--- config.mk ---
export PLATFORM = sky130hd
export DESIGN_NAME = ysyx_23060184_result_sel_stage
export DESIGN_NICKNAME = d
export VERILOG_FILES = /design/src/rtl/ysyx_23060184_defines_pkg.sv /design/src/rtl/ysyx_23060184_mux_n.sv /design/src/rtl/ysyx_23060184_result_sel_stage.sv
export SDC_FILE = /design/constraint.sdc
export NUM_CORES = 1
export LEC_CHECK = 0
export CAP_MARGIN = 0
export CELL_PAD_IN_SITES_DETAIL_PLACEMENT = 0
export CELL_PAD_IN_SITES_GLOBAL_PLACEMENT = 1
export CORE_UTILIZATION = 33
export CTS_CLUSTER_DIAMETER = 120
export DETAILED_ROUTE_END_ITERATION = 10
export DONT_BUFFER_PORTS = 1
export GPL_TIMING_DRIVEN = 0
export PLACE_DENSITY = 0.71
export SETUP_SLACK_MARGIN = 0.5
export SLEW_MARGIN = 30
export SYNTH_ARGS = -nofsm -noshare
export SYNTH_HDL_FRONTEND = slang
export SYNTH_SLANG_ARGS = --single-unit
--- constraint.sdc ---
create_clock -name clk -period 5.19 [get_ports clk]
set_clock_uncertainty 0.15 [all_clocks]
set_input_delay 1.038 -clock clk [delete_from_list [all_inputs] [get_ports clk]]
set_output_delay 1.038 -clock clk [all_outputs]
set_load 0.005 [all_outputs]
--- src/rtl/ysyx_23060184_defines_pkg.sv ---
// ----------------------------------------------------------------------------
// ysyx_23060184_defines
// Shared definitions for the write-back result selection path:
//   - RESULT_SRC_* select codes (PC, ALU, MEM, CSR)
//   - result stage state encoding
//   - default data width
// ----------------------------------------------------------------------------
package ysyx_23060184_defines;

    localparam int DEFAULT_DATA_WIDTH = 32;

    // Select codes for the write-back result source.
    localparam int RESULT_SRC_PC  = 0;
    localparam int RESULT_SRC_ALU = 1;
    localparam int RESULT_SRC_MEM = 2;
    localparam int RESULT_SRC_CSR = 3;

    // Result stage states.
    typedef enum logic [1:0] {
        ST_IDLE     = 2'd0,
        ST_WAIT_MEM = 2'd1,
        ST_FULL     = 2'd2
    } result_state_t;

endpackage

--- src/rtl/ysyx_23060184_mux_n.sv ---
// ----------------------------------------------------------------------------
// ysyx_23060184_mux_n
// Combinational N-way mux over a flat bus. Entry i lives at
// data_flat[i*DATA_WIDTH +: DATA_WIDTH]. A key with no matching entry
// (key >= N) yields zero data and raises miss.
// Ports:
//   key        in   KEY_WIDTH       entry index
//   data_flat  in   N*DATA_WIDTH    packed entries
//   data_out   out  DATA_WIDTH      selected entry, 0 on miss
//   miss       out  1               key does not address any entry
// ----------------------------------------------------------------------------
module ysyx_23060184_mux_n #(
    parameter int N          = 4,
    parameter int KEY_WIDTH  = 2,
    parameter int DATA_WIDTH = 32
) (
    input  logic [KEY_WIDTH-1:0]    key,
    input  logic [N*DATA_WIDTH-1:0] data_flat,
    output logic [DATA_WIDTH-1:0]   data_out,
    output logic                    miss
);

    // One-hot AND-OR selection; no entry matches an out-of-range key.
    always_comb begin
        data_out = '0;
        miss     = 1'b1;
        for (int i = 0; i < N; i++) begin
            data_out = data_out
                     | (data_flat[i*DATA_WIDTH +: DATA_WIDTH]
                        & {DATA_WIDTH{int'(key) == i}});
            miss     = miss & ~(int'(key) == i);
        end
    end

endmodule

--- src/rtl/ysyx_23060184_result_sel_stage.sv ---
// ----------------------------------------------------------------------------
// ysyx_23060184_result_sel_stage
// Registered write-back result selector between EXU/LSU and the register
// file. Selects one of NUM_SRC sources by sel; the PC source yields
// pc + PC_INC, the memory source waits for a late mem_rvalid pulse.
// One-entry output register with valid/ready on both sides.
// Ports:
//   clk, rstn             clock (rising edge), async active-low reset
//   in_valid / in_ready   upstream handshake
//   sel, src_flat, pc     source select, packed sources, instruction PC
//   rd, reg_we            destination register and write enable
//   mem_rvalid, mem_rdata late memory read data (single-cycle pulse)
//   out_valid / out_ready downstream handshake
//   result, out_rd, out_we registered entry
//   err                   sticky error (bad select or stray mem_rvalid)
// ----------------------------------------------------------------------------
module ysyx_23060184_result_sel_stage
    import ysyx_23060184_defines::*;
#(
    parameter int DATA_WIDTH = DEFAULT_DATA_WIDTH,
    parameter int NUM_SRC    = 4,
    parameter int SEL_WIDTH  = $clog2(NUM_SRC),
    parameter int PC_IDX     = RESULT_SRC_PC,
    parameter int MEM_IDX    = RESULT_SRC_MEM,
    parameter int PC_INC     = 4,
    parameter int RD_WIDTH   = 5
) (
    input  logic                          clk,
    input  logic                          rstn,
    input  logic                          in_valid,
    output logic                          in_ready,
    input  logic [SEL_WIDTH-1:0]          sel,
    input  logic [NUM_SRC*DATA_WIDTH-1:0] src_flat,
    input  logic [DATA_WIDTH-1:0]         pc,
    input  logic [RD_WIDTH-1:0]           rd,
    input  logic                          reg_we,
    input  logic                          mem_rvalid,
    input  logic [DATA_WIDTH-1:0]         mem_rdata,
    output logic                          out_valid,
    input  logic                          out_ready,
    output logic [DATA_WIDTH-1:0]         result,
    output logic [RD_WIDTH-1:0]           out_rd,
    output logic                          out_we,
    output logic                          err
);

    localparam logic [SEL_WIDTH-1:0] PC_SEL  = SEL_WIDTH'(PC_IDX);
    localparam logic [SEL_WIDTH-1:0] MEM_SEL = SEL_WIDTH'(MEM_IDX);

    result_state_t         state_r;
    logic [DATA_WIDTH-1:0] result_r;
    logic [RD_WIDTH-1:0]   out_rd_r;
    logic                  out_we_r;
    logic                  out_valid_r;
    logic                  err_r;

    logic [DATA_WIDTH-1:0] mux_data_s;
    logic                  mux_miss_s;
    logic [DATA_WIDTH-1:0] value_s;
    logic                  in_ready_s;
    logic                  accept_s;

    // Source selection; PC and MEM slices are overridden below.
    ysyx_23060184_mux_n #(
        .N          (NUM_SRC),
        .KEY_WIDTH  (SEL_WIDTH),
        .DATA_WIDTH (DATA_WIDTH)
    ) u_src_mux (
        .key       (sel),
        .data_flat (src_flat),
        .data_out  (mux_data_s),
        .miss      (mux_miss_s)
    );

    // Value for a non-memory request; the PC add wraps silently.
    always_comb begin
        if (sel == PC_SEL) begin
            value_s = pc + DATA_WIDTH'(PC_INC);
        end else begin
            value_s = mux_data_s;
        end
    end

    // Upstream handshake; held low during reset and while waiting on memory.
    always_comb begin
        in_ready_s = rstn & ((state_r == ST_IDLE)
                           | ((state_r == ST_FULL) & out_ready));
        accept_s   = in_valid & in_ready_s;
    end

    // Stage FSM with registered entry, valid and sticky error.
    always_ff @(posedge clk or negedge rstn) begin
        if (!rstn) begin
            state_r     <= ST_IDLE;
            result_r    <= '0;
            out_rd_r    <= '0;
            out_we_r    <= 1'b0;
            out_valid_r <= 1'b0;
            err_r       <= 1'b0;
        end else begin
            case (state_r)
                ST_WAIT_MEM: begin
                    if (mem_rvalid) begin
                        result_r    <= mem_rdata;
                        out_valid_r <= 1'b1;
                        state_r     <= ST_FULL;
                    end
                end
                ST_IDLE, ST_FULL: begin
                    // A memory pulse outside WAIT_MEM has no owner.
                    if (mem_rvalid) begin
                        err_r <= 1'b1;
                    end
                    if (accept_s) begin
                        out_rd_r <= rd;
                        out_we_r <= reg_we;
                        if (mux_miss_s) begin
                            err_r <= 1'b1;
                        end
                        if (sel == MEM_SEL) begin
                            out_valid_r <= 1'b0;
                            state_r     <= ST_WAIT_MEM;
                        end else begin
                            result_r    <= value_s;
                            out_valid_r <= 1'b1;
                            state_r     <= ST_FULL;
                        end
                    end else if ((state_r == ST_FULL) && out_ready) begin
                        out_valid_r <= 1'b0;
                        state_r     <= ST_IDLE;
                    end
                end
                default: begin
                    out_valid_r <= 1'b0;
                    state_r     <= ST_IDLE;
                end
            endcase
        end
    end

    assign in_ready  = in_ready_s;
    assign out_valid = out_valid_r;
    assign result    = result_r;
    assign out_rd    = out_rd_r;
    assign out_we    = out_we_r;
    assign err       = err_r;

endmodule
==> results of run 1 <==
cell usage after synthesis, types with 2 or more instances:
cell type  number
mux2i_1        11
nor2_1         28
inv_1           4
and4_1          3
clkbuf_1       15
xor2_1          5
or3_1           4
nor4_1          4
o311ai_1        4
nor4_2          4
nor3b_1         2
nor3_1         12
o21ai_0        25
a221oi_1       12
a21oi_1        19
nor3_2          2
a31oi_1         7
nand2b_1        5
o21ai_1        11
and2_1          2
nand4_1        10
o31ai_1         5
nand2_1        58
a22oi_1         2
xnor2_1        12
mux2_2         10
a211o_1         2
o31ai_2         4
o21a_1          3
and3_1          6
nand3_4         3
a211oi_1        8
dfrtp_1        41
buf_2          12
o31a_1          3
nand3_1        10
mux4_2          4
cell type report:
| type | instances | area [um2] | share of cell area [%] |
|---|---|---|---|
| Multi-Input combinational cell | 321 | 2150 | 59.7 |
| Clock buffer | 5 | 68.8 | 1.91 |
| Clock inverter | 2 | 35.0 | 0.972 |
| Inverter | 5 | 18.8 | 0.521 |
| Tap cell | 133 | 166 | 4.62 |
| Buffer | 30 | 139 | 3.85 |
| Sequential cell | 41 | 1030 | 28.5 |
cell usage in the layout, fill, tap and decap left out, drive strengths merged, types with 3 or more instances in the layout:
cell	instances
o311ai	4
or3	4
xnor2	12
inv	4
nor2	28
nand2b	5
nand3	14
mux2i	11
nor3	14
and3	7
a221oi	12
nand2	58
clkbuf	20
nor4	9
buf	15
and4	3
mux4	4
dfrtp	41
mux2	10
o31a	3
a211oi	8
a21oi	19
xor2	5
nand4	10
o21a	3
a31oi	7
o31ai	9
o21ai	36
metrics by stage:
stage / setup slack, ps / area (um2)
after floorplan: 2630 / 3330
after detailed placement: 2060 / 3500
final: 2300 / 3600
after CTS: 2370 / 3600
after global placement: 2040 / 3500
after global routing: 2200 / 3600
registers in the layout, indices dropped and copies added, names as in the netlist:
register  cells
out_we        1
state_r       2
out_rd        5
err           1
result       32
path summary, 6_finish.rpt:
| check | start | slack (ps) | endpoint |
|---|---|---|---|
| max | sel[0] | 2300 | result[30] |
| max in group asynchronous | rstn | 4510 | result[17] |
| min | rstn | 270 | out_we |
| min reg2reg | err | 350 | err |
| max reg2reg | state_r[0] | 2950 | result[30] |
| min in group clk | err | 350 | err |
critical path, cell delays in order:
cell and delay (ps):
buf_2 200, nor2_1 780, o21ai_1 540, o31ai_1 360
power by group:
| part | switching [mW] | internal [mW] |
|---|---|---|
| clock network | 0.119 | 0.140 |
| registers | 0.0781 | 0.404 |
| logic | 0.140 | 0.105 |
| total | 0.337 | 0.649 |
cell families (layout without fill, tap and decap cells):
family,count (synthesis),in the layout,share of synthesized area (%)
fa+ha+maj,1,1,0.375
compound gates,117,117,24.2
mux,25,25,9.38
xor+xnor,17,17,4.47
flops,41,41,30.8
buf+inv,35,42,4.73
simple gates,161,161,26.1
metal layers:
metal / global-route usage (%) / share of wire (%)
met5: 0 / 0
met4: 4.73 / 0.87
met3: 8.27 / 10
met2: 39.4 / 48
met1: 31.6 / 41
==> impl_results.md, run 1 <==
* Mean routed wirelength per cell at about 25 um
* CTS Buf Count at 5
* Syn_area_per_cell at 8.40 um2
* CP max FO at 10
* Pwr/cell area at ~270 mW/mm2
* Final period util at 55.6%
* Setup Viol. Count Final at 0
* Total power at about 0.99 mW
* Placed Cells at 530
* Post-synth EDFFs at 0
* CP Data Required Time at between 5000 and 6000 ps
* GP Congestion at approximately 0.83
* FFs w/ async S/R, synth at 100%
* Share of cells above drive strength 1 at roughly an eighth
* Setup repair after global routing missed its margin: false
* Overflow after GRT at 0
* Vias at around 3200
* Slew Limit Fails at 0
* Post-Syn Area at 0.00333 mm2
* # IOs at roughly 250
* Hold/Removal Path Class: input port to async pin
* NumNets Final at between 600 and 700
* Seq/Total Area, Yosys at a little under a third
* Post-route ant nets at 0
* # port buffers at 0
* Layout Area Growth over Synthesis at 8.11%
* Utilization after layout at roughly 37%
* Synth cell types at 62
* Drt via density at between 5 and 6
* FF+latch count, synth at a little over 40
* CTS tree: yes
* First-pass GRT wire length at 18700 um
* Initial Util at 34.1%
* Leak pwr at approximately 1.3 nW
* Skew-Pair Late Insertion Delay at approximately 300 ps
* Fillers at 1050
* Depth of the CTS H-tree at 2
* Clk sink count at about 40
* Pin count of the biggest net entering global routing at 43
* Worst hold margin at about 270 ps
* DRT iter0 DRCs at 133
* CORE AREA at 0.00977 mm2
* Relative slew slack at 34.2%
* Clk buf depth at 2
* Cell type contributing the most total cell area after synthesis: dfrtp_1
* CTS root buffer: clkbuf_8
* Maximum resistive drop on vdd at approximately 120 uV
* Synth warn at 0
* Critical path startpoint category: input port
* CP arrival at between 2000 and 3000 ps
* Final critical-path required period at 2890 ps
* Clock Pin Slew Worst Setup and Hold Paths at 90 ps
* CP endpoint kind: flip-flop
* DRT Wirelength at 13200 um
* Setup CP Type: input port to flip-flop
* Synth top area share at 30.8%
* CTS resizes at 0
* Chip width at 103 um
* Synth area leaders: dfrtp_1 31%, nand2_1 6.5%, o21ai_0 3.8%, mux2_2 3.4%, mux2i_1 3.3%
* Initial antenna violation count at 0
* TritonRoute pass-1 iters at 4
* Synth Instances at around 400
* Outcome: complete, no violations
* Total track usage at roughly 24%
* Most used DFF post-synth: dfrtp_1
* CTS Hold Buffers Added at 0
* Max_cap viols at 0
* Worst slew pin tran at roughly 980 ps
* Dpl hpwl at ~11000 um
* Post-synth net total at approximately 600
* Row cnt at 36
* Post-CTS Setup Bufs at 0
* DRC Markers at 0
* Final Non-Filler Cells at ~540
* Worst r2r path cells at 7
* Die area at 0.0105 mm2
* Die height at roughly 100 um
* Setup TNS at 0 ps
* Vias in the first global route at between 3000 and 4000
* Peak Freq at approximately 0.35 GHz
* Final hold violation count at 0
* N_diodes at 0
(Power assumes the default switching activity.)
==> run 2, diff against run 1 <==
Settings changed: PLACE_DENSITY 0.71 to 0.73.
Clock period 5.19 ns to 2.3 ns, I/O delays scaled along.
==> impl_results.md, run 2 (synthesis results as in run 1) <==
* Outcome: complete, no violations
* CP Data Required Time at ~2300 ps
* Peak Freq at between 0.5 and 0.6 GHz
* Dpl ws at -119 ps
* Final critical-path required period at 1820 ps
* Initial Util at 34.1%
* CP arrival at ~1800 ps
* Worst slew pin tran at ~570 ps
* Mean routed wirelength per cell at between 20 and 25 um
* Final worst slack at between 400 and 500 ps
* CORE AREA at a little under 0.01 mm2
* Relative slew slack at roughly 62%
* Skew-Pair Late Insertion Delay at ~290 ps
* CP endpoint kind: flip-flop
* Vias at between 3000 and 4000
* Pin count of the biggest net entering global routing at 42
* CTS Buf Count at 5
* Chip width at just over 100 um
* Hold/Removal Path Class: input port to flip-flop
* CP max FO at 10
* Final hold violation count at 0
* Most common library cell in the layout ignoring fill and taps: nand2_1
* Dpl hpwl at 10600 um
* # port buffers at 0
* Row cnt at 36
* Total track usage at between 20% and 30%
* Worst hold margin at roughly 110 ps
* Max_cap viols at 0
* Setup CP Type: input port to flip-flop
* Worst r2r path cells at 6
* Maximum resistive drop on vdd at 282 uV
* Overflow after GRT at 0
* Critical path startpoint category: input port
* Fillers at 1017
* Clk sink count at 41
* Worst reg2reg setup slack at between 500 and 600 ps
* Share of cells above drive strength 1 at roughly a quarter
* CP startpoint: pc[2]
* Die area at about 0.011 mm2
* RR Endpoint: result[30]
* Pwr/cell area at approximately 570 mW/mm2
* Clock Pin Slew Worst Setup and Hold Paths at roughly 80 ps
* RR Startpoint: state_r[0]
* TritonRoute pass-1 iters at 5
* Vias in the first global route at ~3200
* Depth of the CTS H-tree at 2
* Die height at between 100 and 150 um
* DRT Wirelength at between 10000 and 15000 um
* DRC Markers at 0
* Drt via density at ~6.1
* DRT iter0 DRCs at about 160
* CTS tree: yes
* CTS root buffer: clkbuf_8
* Most frequent cells in the layout: 57 x nand2_1, 40 x dfrtp_1, 27 x nor2_1
* Layout Area Growth over Synthesis at 17.3%
* Max reg flops at 32
* Post-route ant nets at 0
* Clk buf depth at 2
* Final Non-Filler Cells at about 550
* Initial antenna violation count at 2
* First-pass GRT wire length at roughly 19000 um
* Final period util at between 70% and 80%
* # IOs at 246
* Slew Limit Fails at 0
* CP endpoint: result[24]
* Placed Cells at between 500 and 600
* Setup TNS at 0 ps
* GP Congestion at a little under 0.9
* NumNets Final at about 600
* Setup repair after global routing missed its margin: true
* Leak pwr at roughly 1.5 nW
* Setup Viol. Count Final at 0
-- run 2: worst min-delay path by stage --
stage	startpoint	slack, ps	endpoint	cells past startpoint
after floorplan	rstn	10	err	0
after global placement	rstn	20	result[31]	0
after detailed placement	rstn	20	err	0
after CTS	mem_rvalid	100	state_r[0]	1
after global routing	rd[3]	110	out_rd[3]	2
final	mem_rvalid	110	state_r[0]	1
-- run 2: layout make-up --
cell class | instances | area [um2] | share of cell area [%]
Multi-Input combinational cell | 321 | 2290 | 58.7
Sequential cell | 41 | 1030 | 26.3
Buffer | 30 | 224 | 5.73
Tap cell | 133 | 166 | 4.26
Timing Repair Buffer | 7 | 87.6 | 2.24
Clock buffer | 7 | 86.3 | 2.21
Inverter | 5 | 22.5 | 0.576
Antenna cell | 1 | 2.50 | 0.0640
-- run 2: per-layer routing --
layer	part of all wire [%]	vias up	track usage, %
li1	-	1517	-
met1	40	1650	29.4
met2	49	150	42.4
met3	10	11	7.59
met4	1.0	0	4.95
met5	0	-	0
-- run 2: metrics by stage --
stage	total power [mW]	utilization, %	area (um2)
after global placement	1.64	36.3	3540
after global routing	2.36	40.0	3910
after CTS	2.22	38.8	3790
final	2.24	40.0	3910
after floorplan	1.47	-	3380
after detailed placement	1.66	36.3	3540
-- run 2: power by group --
part	leakage [nW]	switching [mW]	internal, mW
logic	0.927	0.351	0.295
clock network	0.0443	0.267	0.239
registers	0.482	0.181	0.911
-- run 2: critical path, stage by stage --
cell	delay (ps)
ha_4	120
and3_4	180
buf_6	120
nand4_1	110
buf_6	170
o31a_1	250
nor3_2	290
o22ai_1	130
-- run 2: timing repair --
action / CTS / global route
hold buffers: 2 / 0
hold endpoints to repair: 41 / 0
setup endpoints to repair: 41 / 35
resized for setup: 31 / 27
setup buffers: 3 / 2
pin swaps: 0 / 5
==> variant, RTL diff (flow settings as in run 1) <==
Register the output `err` once more; this adds one clock of latency there. The other outputs are not delayed to match.
--- a/src/rtl/ysyx_23060184_result_sel_stage.sv
+++ b/src/rtl/ysyx_23060184_result_sel_stage.sv
@@ -143,6 +143,8 @@
     assign result    = result_r;
     assign out_rd    = out_rd_r;
     assign out_we    = out_we_r;
-    assign err       = err_r;
+    always_ff @(posedge clk) begin
+        err <= err_r;
+    end
 
 endmodule
Formal check against the unedited RTL: not equivalent (a bounded check fails within 4 cycles, from zero or initial values and one cycle with rstn low).
==> variant against run 1 <==
- worst setup slack better by 37 ps
- sequential cell count up 1
- total power up 1.6%
- count of clock-buffer cells in the layout unchanged
- cell area up 0.76%
- non-clock buffer count unchanged
- wire length up 0.67%
- clock power up 3%
- sequential power up 1%
- cell count up 0.56%
- sequential share of layout area up 0.34 points
- register-to-register slack better by 60 ps
- synthesized area up 0.60%
- critical endpoint unchanged
- largest power group unchanged
==> variant: results (changes against run 1) <==
Global route
  – Vias in the first global route: 3108 (was 3089)
  – Initial antenna violation count: 1 (was 0)
  – Overall routing resource usage: 0.2436 (was 0.2438)
  – Wire length of the first global-routing pass: 18.57 mm (was 18.70 mm)

Layout
  – Nets: 611 (was 610)
  – Layout clock area frac: 0.02997 (was 0.02881)
  – Fraction of area in multi-input gates: 0.5921 (was 0.5967)
  – Area delta synth->final: 8.280% (was 8.105%)
  – Fillers: 1074 (was 1050)
  – Non-Clock Buffer Count: 30 (unchanged)
  – Number of flip-flops in the largest register: 32 (unchanged)
  – Seq/total area: 0.2880 (was 0.2846)
  – Comb_multi_in: 321 (unchanged)
  – Ant. Diodes: 1 (was 0)
  – Share of layout cells above drive strength 1: 0.1355 (was 0.1337)
  – Buffering overhead: 0.03824 (was 0.03853)

STA
  – Fin. Hold Viols: 0 (unchanged)
  – Worst-margin pin slew: 950.6 ps (was 983.8 ps)

Synthesis
  – YS warnings: 0 (unchanged)
  – Post-Syn Nets: 604 (was 603)
  – Unique masters post-synth: 63 (was 62)
  – Seq/Total Area, Yosys: 0.3118 (was 0.3077)
  – Post-synth ARST share: 0.9762 (was 1.000)
  – Synth top area cells: dfrtp_1 31%, nand2_1 6.5%, o21ai_0 3.7% (was dfrtp_1 31%, nand2_1 6.5%, o21ai_0 3.8%)
  – Post-Syn Instances: 398 (was 397)

Power
  – Clock group: 267 uW (was 259 uW)
  – Seq. pwr: 489 uW (was 482 uW)
  – Pwr per Cell Area: 275.8 mW/mm2 (was 273.6 mW/mm2)
  – Peak supply drop: 104.2 uV (was 117.8 uV)
  – Sw power: 343.3 uW (was 337.3 uW)
  – Leakage: 1.335 nW (was 1.323 nW)

Placed design
  – Cell count after placement: 531 (was 530)
  – Placed Area: 0.003521 mm2 (was 0.003501 mm2)
  – IO buf count: 0 (unchanged)
  – HPWL Detailed: 10.68 mm (was 10.54 mm)
  – Worst slack at placement: 2019 ps (was 2060 ps)
  – Routability cong.: 0.8329 (was 0.8252)

CTS
  – Clock H-tree levels: 2 (unchanged)
  – Post-CTS Resized: 0 (unchanged)
  – Number of clock sinks: 42 (was 41)
  – Deepest clock path buffer count: 2 (unchanged)
  – CTS Root Buffer Type: clkbuf_8 (unchanged)

Routing
  – Per-cell routed wire length: 24.67 um (was 24.64 um)
  – Max Used Layer: met4 (unchanged)
  – Met2 wire length: 6.529 mm (was 6.350 mm)
  – DR vias: 3228 (was 3218)
  – Met3 Wirelength: 1.374 mm (was 1.366 mm)
  – Routed WL: 13.32 mm (was 13.23 mm)
  – M1 WL: 5.264 mm (was 5.400 mm)
  – First-iteration detailed-routing DRC count: 211 (was 133)

Worst setup path
  – Worst R2R Start: state_r[1] (was state_r[0])
  – Crit path launch: sel[1] (was sel[0])
  – Critical path arrival: 2910 ps (was 2930 ps)

Hold path
  – Worst Hold Launch: err_r
  – HP Class: register to register (was input port to asynchronous set/reset pin)

Status
  – Status: completed (unchanged)

Floorplan
  – Area of the core: 0.009819 mm2 (was 0.009774 mm2)
[variant: cell types whose count changed after synthesis, sizes merged]
cell / run 1 / this run
dfxtp: 0 / 1
[variant: cell families after synthesis]
group                      synth area share
muxes                               0.09325
adders and majority gates          0.003729
xor gates and xnor gates            0.04439
buffers and inverters               0.04699
DFF                                  0.3118
and+or+nand+nor                      0.2596
AOI/OAI and AO/OA                    0.2402
[variant: path summary, 6_finish.rpt]
check	end	slack (ps)	cells after the start
worst min register to register	err	230	0
worst max-delay path	result[30]	2340	4
max in group asynchronous	result[5]	4530	0
worst max register to register	result[22]	3010	5
worst min-delay path	err	230	0
min in group asynchronous	result[23]	270	0
[variant: routing by layer]
layer	track usage	vias up
li1	-	1508
met1	0.3018	1556
met2	0.4108	153
met3	0.07797	11
met4	0.05850	0
met5	0	-
[variant: worst max-delay path, cell delays in order]
cell	delay (ps)
buf_2	200
nor2_1	770
o21ai_1	540
o31ai_1	360
